[src/rtl/dmem_responder.sv]
// Data-memory responder for a CPU load/store port, with a DONE_ADDR mailbox (Done/DoneData).
// Define DMEM_WAIT_EN to get a wait-state FSM; by default every access completes in zero wait states.
module dmem_responder #(
  parameter int unsigned DEPTH       = 64,
  parameter int unsigned WAIT_CYCLES = 2,
  parameter logic [31:0] DONE_ADDR   = 32'h64
) (
  input  logic        clk,
  input  logic        reset,
  input  logic        MemoryWrite,
  input  logic        MemoryRead,
  input  logic [31:0] DataAdder,
  input  logic [31:0] WriteData,
  output logic [31:0] ReadData,
  output logic        MemReady,
  output logic        Done,
  output logic [31:0] DoneData
);

  localparam int unsigned AW    = (DEPTH > 1) ? $clog2(DEPTH) : 1;
  localparam logic [32:0] LIMIT = 33'(DEPTH) * 33'd4;

  logic [31:0] mem [DEPTH];
  logic        done_q;
  logic [31:0] done_data_q;

  assign Done     = done_q;
  assign DoneData = done_data_q;

  function automatic logic in_range(input logic [31:0] a);
    return {1'b0, a} < LIMIT;
  endfunction

  function automatic logic [AW-1:0] word_idx(input logic [31:0] a);
    return a[AW+1:2];
  endfunction

`ifdef DMEM_WAIT_EN

  typedef enum logic [1:0] {StIdle, StWait, StResp} state_e;

  state_e      state_q, state_d;
  logic [3:0]  cnt_q, cnt_d;
  logic [31:0] addr_q, addr_d, wdata_q, wdata_d, rdata_q, rdata_d;
  logic        wr_q, wr_d, rd_q, rd_d;
  // Access that completes on this edge, either straight from the bus or from the latches.
  logic        commit, c_wr, c_rd;
  logic [31:0] c_addr, c_wdata;

  always_comb begin
    state_d = state_q;
    cnt_d   = cnt_q;
    addr_d  = addr_q;
    wdata_d = wdata_q;
    wr_d    = wr_q;
    rd_d    = rd_q;
    rdata_d = rdata_q;
    commit  = 1'b0;
    c_wr    = wr_q;
    c_rd    = rd_q;
    c_addr  = addr_q;
    c_wdata = wdata_q;
    unique case (state_q)
      StIdle: begin
        if (MemoryWrite || MemoryRead) begin
          addr_d  = DataAdder;
          wdata_d = WriteData;
          wr_d    = MemoryWrite;
          rd_d    = MemoryRead;
          if (WAIT_CYCLES == 0) begin
            state_d = StResp;
            commit  = 1'b1;
            c_wr    = MemoryWrite;
            c_rd    = MemoryRead;
            c_addr  = DataAdder;
            c_wdata = WriteData;
          end else begin
            state_d = StWait;
            cnt_d   = 4'(WAIT_CYCLES);
          end
        end
      end
      StWait: begin
        if (cnt_q <= 4'd1) begin
          state_d = StResp;
          cnt_d   = '0;
          commit  = 1'b1;
        end else begin
          cnt_d = cnt_q - 4'd1;
        end
      end
      StResp:  state_d = StIdle;
      default: state_d = StIdle;
    endcase
    if (commit) begin
      rdata_d = (c_rd && !c_wr && in_range(c_addr)) ? mem[word_idx(c_addr)] : '0;
    end
  end

  always_ff @(posedge clk or posedge reset) begin
    if (reset) begin
      state_q     <= StIdle;
      cnt_q       <= '0;
      addr_q      <= '0;
      wdata_q     <= '0;
      wr_q        <= 1'b0;
      rd_q        <= 1'b0;
      rdata_q     <= '0;
      done_q      <= 1'b0;
      done_data_q <= '0;
    end else begin
      state_q <= state_d;
      cnt_q   <= cnt_d;
      addr_q  <= addr_d;
      wdata_q <= wdata_d;
      wr_q    <= wr_d;
      rd_q    <= rd_d;
      rdata_q <= rdata_d;
      if (commit && c_wr && (c_addr == DONE_ADDR)) begin
        done_q      <= 1'b1;
        done_data_q <= c_wdata;
      end
    end
  end

  // RAM is not reset; the reset gate drops any write that would land while reset is held.
  always_ff @(posedge clk) begin
    if (!reset && commit && c_wr && in_range(c_addr)) begin
      mem[word_idx(c_addr)] <= c_wdata;
    end
  end

  always_comb begin
    MemReady = (state_q == StResp);
    ReadData = MemReady ? rdata_q : '0;
  end

`else

  always_ff @(posedge clk or posedge reset) begin
    if (reset) begin
      done_q      <= 1'b0;
      done_data_q <= '0;
    end else if (MemoryWrite && (DataAdder == DONE_ADDR)) begin
      done_q      <= 1'b1;
      done_data_q <= WriteData;
    end
  end

  always_ff @(posedge clk) begin
    if (!reset && MemoryWrite && in_range(DataAdder)) begin
      mem[word_idx(DataAdder)] <= WriteData;
    end
  end

  always_comb begin
    MemReady = !reset;
    ReadData = '0;
    if (!reset && MemoryRead && !MemoryWrite && in_range(DataAdder)) begin
      ReadData = mem[word_idx(DataAdder)];
    end
  end

`endif

endmodule

[config.mk]
export PLATFORM = sky130hd
export DESIGN_NAME = dmem_responder
export DESIGN_NICKNAME = d
export VERILOG_FILES = /design/src/rtl/dmem_responder.sv
export SDC_FILE = /design/constraint.sdc
export NUM_CORES = 2
export LEC_CHECK = 0
export ABC_AREA = 1
export BUFFER_PORTS_ARGS = -buffer_cell sky130_fd_sc_hd__buf_4
export CORE_AREA = 2 2 491 493
export CTS_CLUSTER_SIZE = 12
export DETAILED_ROUTE_END_ITERATION = 7
export DIE_AREA = 0 0 493 495
export GPL_TIMING_DRIVEN = 0
export HOLD_SLACK_MARGIN = 0.15
export PLACE_DENSITY = 0.58
export SLEW_MARGIN = 20
export SYNTH_ARGS = -nofsm -noshare
export SYNTH_HDL_FRONTEND = slang
export SYNTH_SLANG_ARGS = --single-unit
[constraint.sdc]
create_clock -name clk -period 3.5 [get_ports clk]
set_clock_uncertainty 0.2 [all_clocks]
set_input_delay 0.7 -clock clk [delete_from_list [all_inputs] [get_ports clk]]
set_output_delay 0.7 -clock clk [all_outputs]
set_load 0.01 [all_outputs]
* Word-level counts from Yosys, hierarchy flattened
Memories as Yosys holds them, arrays and structs flattened. Index checks and enable logic that the tools add are counted.
Operators by class: $lt $le $gt $ge 1, equality and inequality tests 1, mux-type cells 3, reduce and logical (&&, ||, !) cells 8
Operators by type and width (number):
- 32-bit by 7-bit == test with 1-bit output (second input constant) | 1
- 32-bit by 9-bit less-than comparator with 1-bit output (second input constant) | 1
- 32-bit two-way mux | 1
- 1-bit logical AND | 6
- 1-bit logical NOT | 2
- 1-bit two-way mux | 2
Word-level totals: register bits 33, bits in writable memories 2048, input bits 68, output and inout port bits 66, word-level logic and storage cells 16, memories 1
Memory list:
- mem | depth 64, bits a word 32, rd ports 1, clocked after memory_dff 0, wr ports 1, RTL line 23 | logic [31:0] mem [DEPTH];

* Longest topological paths before layout
word-level depth 5, depth in mapped cells 15, mapped depth without buffers 12

* Worst setup path after synthesis
No wires, ideal clock.
path kind in2reg, start point in DataAdder[4], end point mem mem[10][0], enable pin, setup time 421 ps, arrival 3135 ps, setup slack -256 ps, stages 7, path buffers 2, cell sequence buf_2 > inv_4 > nand2_2 > nor2_2 > buf_2 > nand4_1 > nor2_1
On the way: cells in the longest elaborated chain, start to end 4
Ends and longest elaborated chain:
- start, declared | RTL line 12 | input logic [31:0] DataAdder,
- 32-bit by 9-bit less-than comparator with 1-bit output | RTL line 31 | return {1'b0, a} < LIMIT;
- 1-bit logical AND | RTL line 151 | if (!reset && MemoryWrite && in_range(DataAdder)) begin
- 1-bit two-way mux | RTL line 151
- 1-bit two-way mux (not written as such) | RTL line 152 | mem[word_idx(DataAdder)] <= WriteData;
- end, declared | RTL line 23
Several ways; a longest one is shown, not always the timed one.

* Final worst setup path
start point in DataAdder[2], end point out ReadData[4]
On the way: cells in the longest elaborated chain, start to end 3
Ends and longest elaborated chain:
- 32-bit by 9-bit less-than comparator with 1-bit output | RTL line 31
- 1-bit logical AND | RTL line 159 | if (!reset && MemoryRead && !MemoryWrite && in_range(DataAdder)) begin
- 32-bit two-way mux (*) | RTL line 159
- end, declared | RTL line 14 | output logic [31:0] ReadData,
Every way passes the cells marked *; elsewhere a longest branch is shown, timed or not.

==> summary.md <==
| Metric | Value |
|---|---|
| Final setup violation count | `96` |
| Worst path arrival time | `2890 ps` |
| Most frequent cells in the layout | `nand2_1 (2846), edfxtp_1 (2048), inv_1 (657)` |
| Sequential share of the synthesized area | `72.8%` |
| Final Worst Setup Slack | `-286 ps` |
| Relative slew slack | `between 20% and 30%` |
| Reg2Reg Depth | `2` |
| RSZ-0062 raised after global routing | `true` |
| Post-Route WL | `about 280000 um` |
| Number of remaining DRC errors | `6` |
| CP dominant cell by count | `buf_12` |
| Max-slew violations | `0` |
| Longest Clk Path Bufs | `3` |
| Max stage delay on crit path | `between 300 and 400 ps` |
| Final design area excluding fillers | `roughly 0.1 sq mm` |
| Slew @ Worst Pin | `~1200 ps` |
| Initial Utilization | `35.8%` |
| Max_cap viols | `0` |
| Std cell rows | `180` |
| Net count, final | `8286` |
| Synthesized netlist cell count | `between 7000 and 8000` |
| Total clock buffers created by CTS | `213` |
| Failing checks | `design-rule violations, negative setup slack` |
| Status | `complete, but fails checks` |
| Synth warn | `0` |
| Syn avg cell area | `11.1 sq um` |
| WP depth | `13` |
| Vias in the first global route | `55300` |
| Via density | `5.10` |
| Yosys reg bits | `2081` |
| Drt wl/cell | `24.2 um` |
| Drt pass-1 iters | `8` |
| Core box area | `0.239 sq mm` |
| Peak supply drop | `0.456 mV` |
| I/O pin count | `134` |
| Tot GR Track Use | `22.5%` |
| Worst-path clk slew | `about 60 ps` |
| Lkg Pwr | `0.0399 uW` |
| Type of origin of the critical path | `primary input` |
| Crit Path Max Fanout | `7` |
| Remaining global-route overflow | `0` |
| Reg-to-reg slack, setup | `approximately 2600 ps` |
| Crit path kind | `in -> out` |
| Fin cells | `between 10000 and 15000` |
| Die X | `493 um` |
| Post-Place Cells | `11100` |
| Clk sinks | `2081` |
| Root buf cell | `clkbuf_16` |
| PD cells | `~500 mW/mm^2` |
| DR vias | `59000` |
| Power, Total | `between 50000 and 60000 uW` |
| Worst hold path class | `in -> reg` |
| Die area | `0.244 sq mm` |
| Post-synth net total | `a little under 8000` |
| Share of cells above drive strength 1 | `14.6%` |
| H-tree depth | `4` |
| Worst path top cell family by delay | `simple AND/OR/NAND/NOR gates` |
| Chip height | `495 um` |
| Hold depth | `3` |
| Post-DRT Antenna Nets | `0` |
| # port buffers | `roughly 130` |
| Period utilisation layout | `108%` |
| Final Hold Viols | `0` |
| Setup crit end kind | `output pin` |
| Initial antenna violation count | `9` |
| Largest net degree at the start of global routing | `66` |
| First-pass GRT wire length | `396000 um` |
| Worst path cell trace | `buf_16, clkinv_16, buf_12, buf_12, buf_12, buf_12, nand2_1, nand3_2, nand4_1, a21oi_2, nand2_2, nor2_4, buf_6` |
| DP HPWL | `~180000 um` |
| Starting DRT DRC Count | `between 8000 and 9000` |
| Slowest CP cell | `nand4_1` |
| Clk Latency, worst-skew pair | `around 860 ps` |
| Area Growth Syn to Fin | `20.2%` |
| Dpl cell area | `0.0932 sq mm` |
| WP data required | `2600 ps` |
| F_max | `264 MHz` |
| Unique masters post-synth | `28` |
| Most common cell after layout, fill and taps aside | `nand2_1` |
| Fin crit period | `about 3800 ps` |
| Syn Std Cell Area | `0.0856 sq mm` |
| CTS tree | `built` |
| Fillers | `~22000` |
| CP bufs+invs | `7` |
| Gpl congestion | `0.971` |
==> layout make-up <==
class                           instances  area (sq um)  area share, %
Timing Repair inverter                  1          11.3         0.0109
Clock buffer                          285          5640           5.48
Multi-Input combinational cell       4592         20500           20.0
Buffer                                379          3180           3.09
Antenna cell                            5          12.5         0.0122
Tap cell                             3185          3990           3.87
Clock inverter                         93           694          0.675
Timing Repair Buffer                  281          3950           3.84
Sequential cell                      2081         62300           60.6
Inverter                              669          2570           2.50
==> final timing paths <==
kind	start	end
hold reg to reg	Done	Done
setup / recovery	DataAdder[2]	ReadData[4]
min in group asynchronous	reset	DoneData[5]
hold / removal	WriteData[1]	DoneData[1]
max in group asynchronous	reset	DoneData[9]
setup reg to reg	DoneData[14]	DoneData[14]
==> worst min-delay path, stage by stage <==
cell and delay, ps:
buf_4 290, inv_1 120, o21ai_1 80
==> report_power, final <==
part / switching [uW] / internal (uW)
clock network: 9630 / 11500
logic: 2610 / 889
registers: 0.00000656 / 27400
total: 12200 / 39700
==> per-stage QoR <==
| step | worst slack, ps | hold slack [ps] | TNS, ps | util [%] |
|---|---|---|---|---|
| after global routing | -236 | 196 | -4470 | 43.0 |
| after detailed placement | -1290 | 252 | -1589180 | 39.0 |
| final | -286 | 164 | -7240 | 43.0 |
| after global placement | -3260 | 256 | -5748180 | 37.9 |
| after floorplan | -256 | 301 | -468430 | - |
| after CTS | -135 | 163 | -2370 | 42.8 |
==> cell families (layout without fill, tap and decap cells) <==
family / after synthesis / count (layout) / share of synthesized area, %
compound gates: 286 / 286 / 1.68
simple gates: 4305 / 4306 / 20.3
other cells: 0 / 5 / 0
buf+inv: 1054 / 1708 / 5.19
flops: 2081 / 2081 / 72.8
==> cell usage after synthesis, drive strengths merged <==
library cell     n  area share (%)
nand2         2980              13
edfxtp        2048              72
inv            669             2.9
nor2           585             2.6
nand3          558             3.3
buf            316             1.9
o21ai          251             1.5
nand4          164             1.2
clkbuf          69            0.30
a21oi           33            0.19
dfrtp           33            0.96
nor3            10           0.082
or2              7           0.051
o211ai           2           0.018
nor3b            1          0.0088
==> routing by layer <==
metal	up-vias	global-route usage, %	wire length [um]
met5	-	0	11
met4	2	9.04	12400
met3	527	4.22	27400
met2	3025	35.1	126000
met1	28800	31.1	114000
li1	26700	-	-
==> flip-flops by register name (all words and copies together), names as in the netlist <==
register / flops
DoneData: 32
Done: 1
mem: 2048
==> what timing repair did <==
action / 4_1_cts / 5_1_grt
hold endpoints to repair: 33 / 0
gates cloned: 8 / 0
resized for setup: 686 / 171
setup endpoints to repair: 514 / 72
hold buffers: 2 / 0
setup buffers: 39 / 18
pin swaps: 134 / 72
Note: power is estimated with default switching activity, not from simulation.
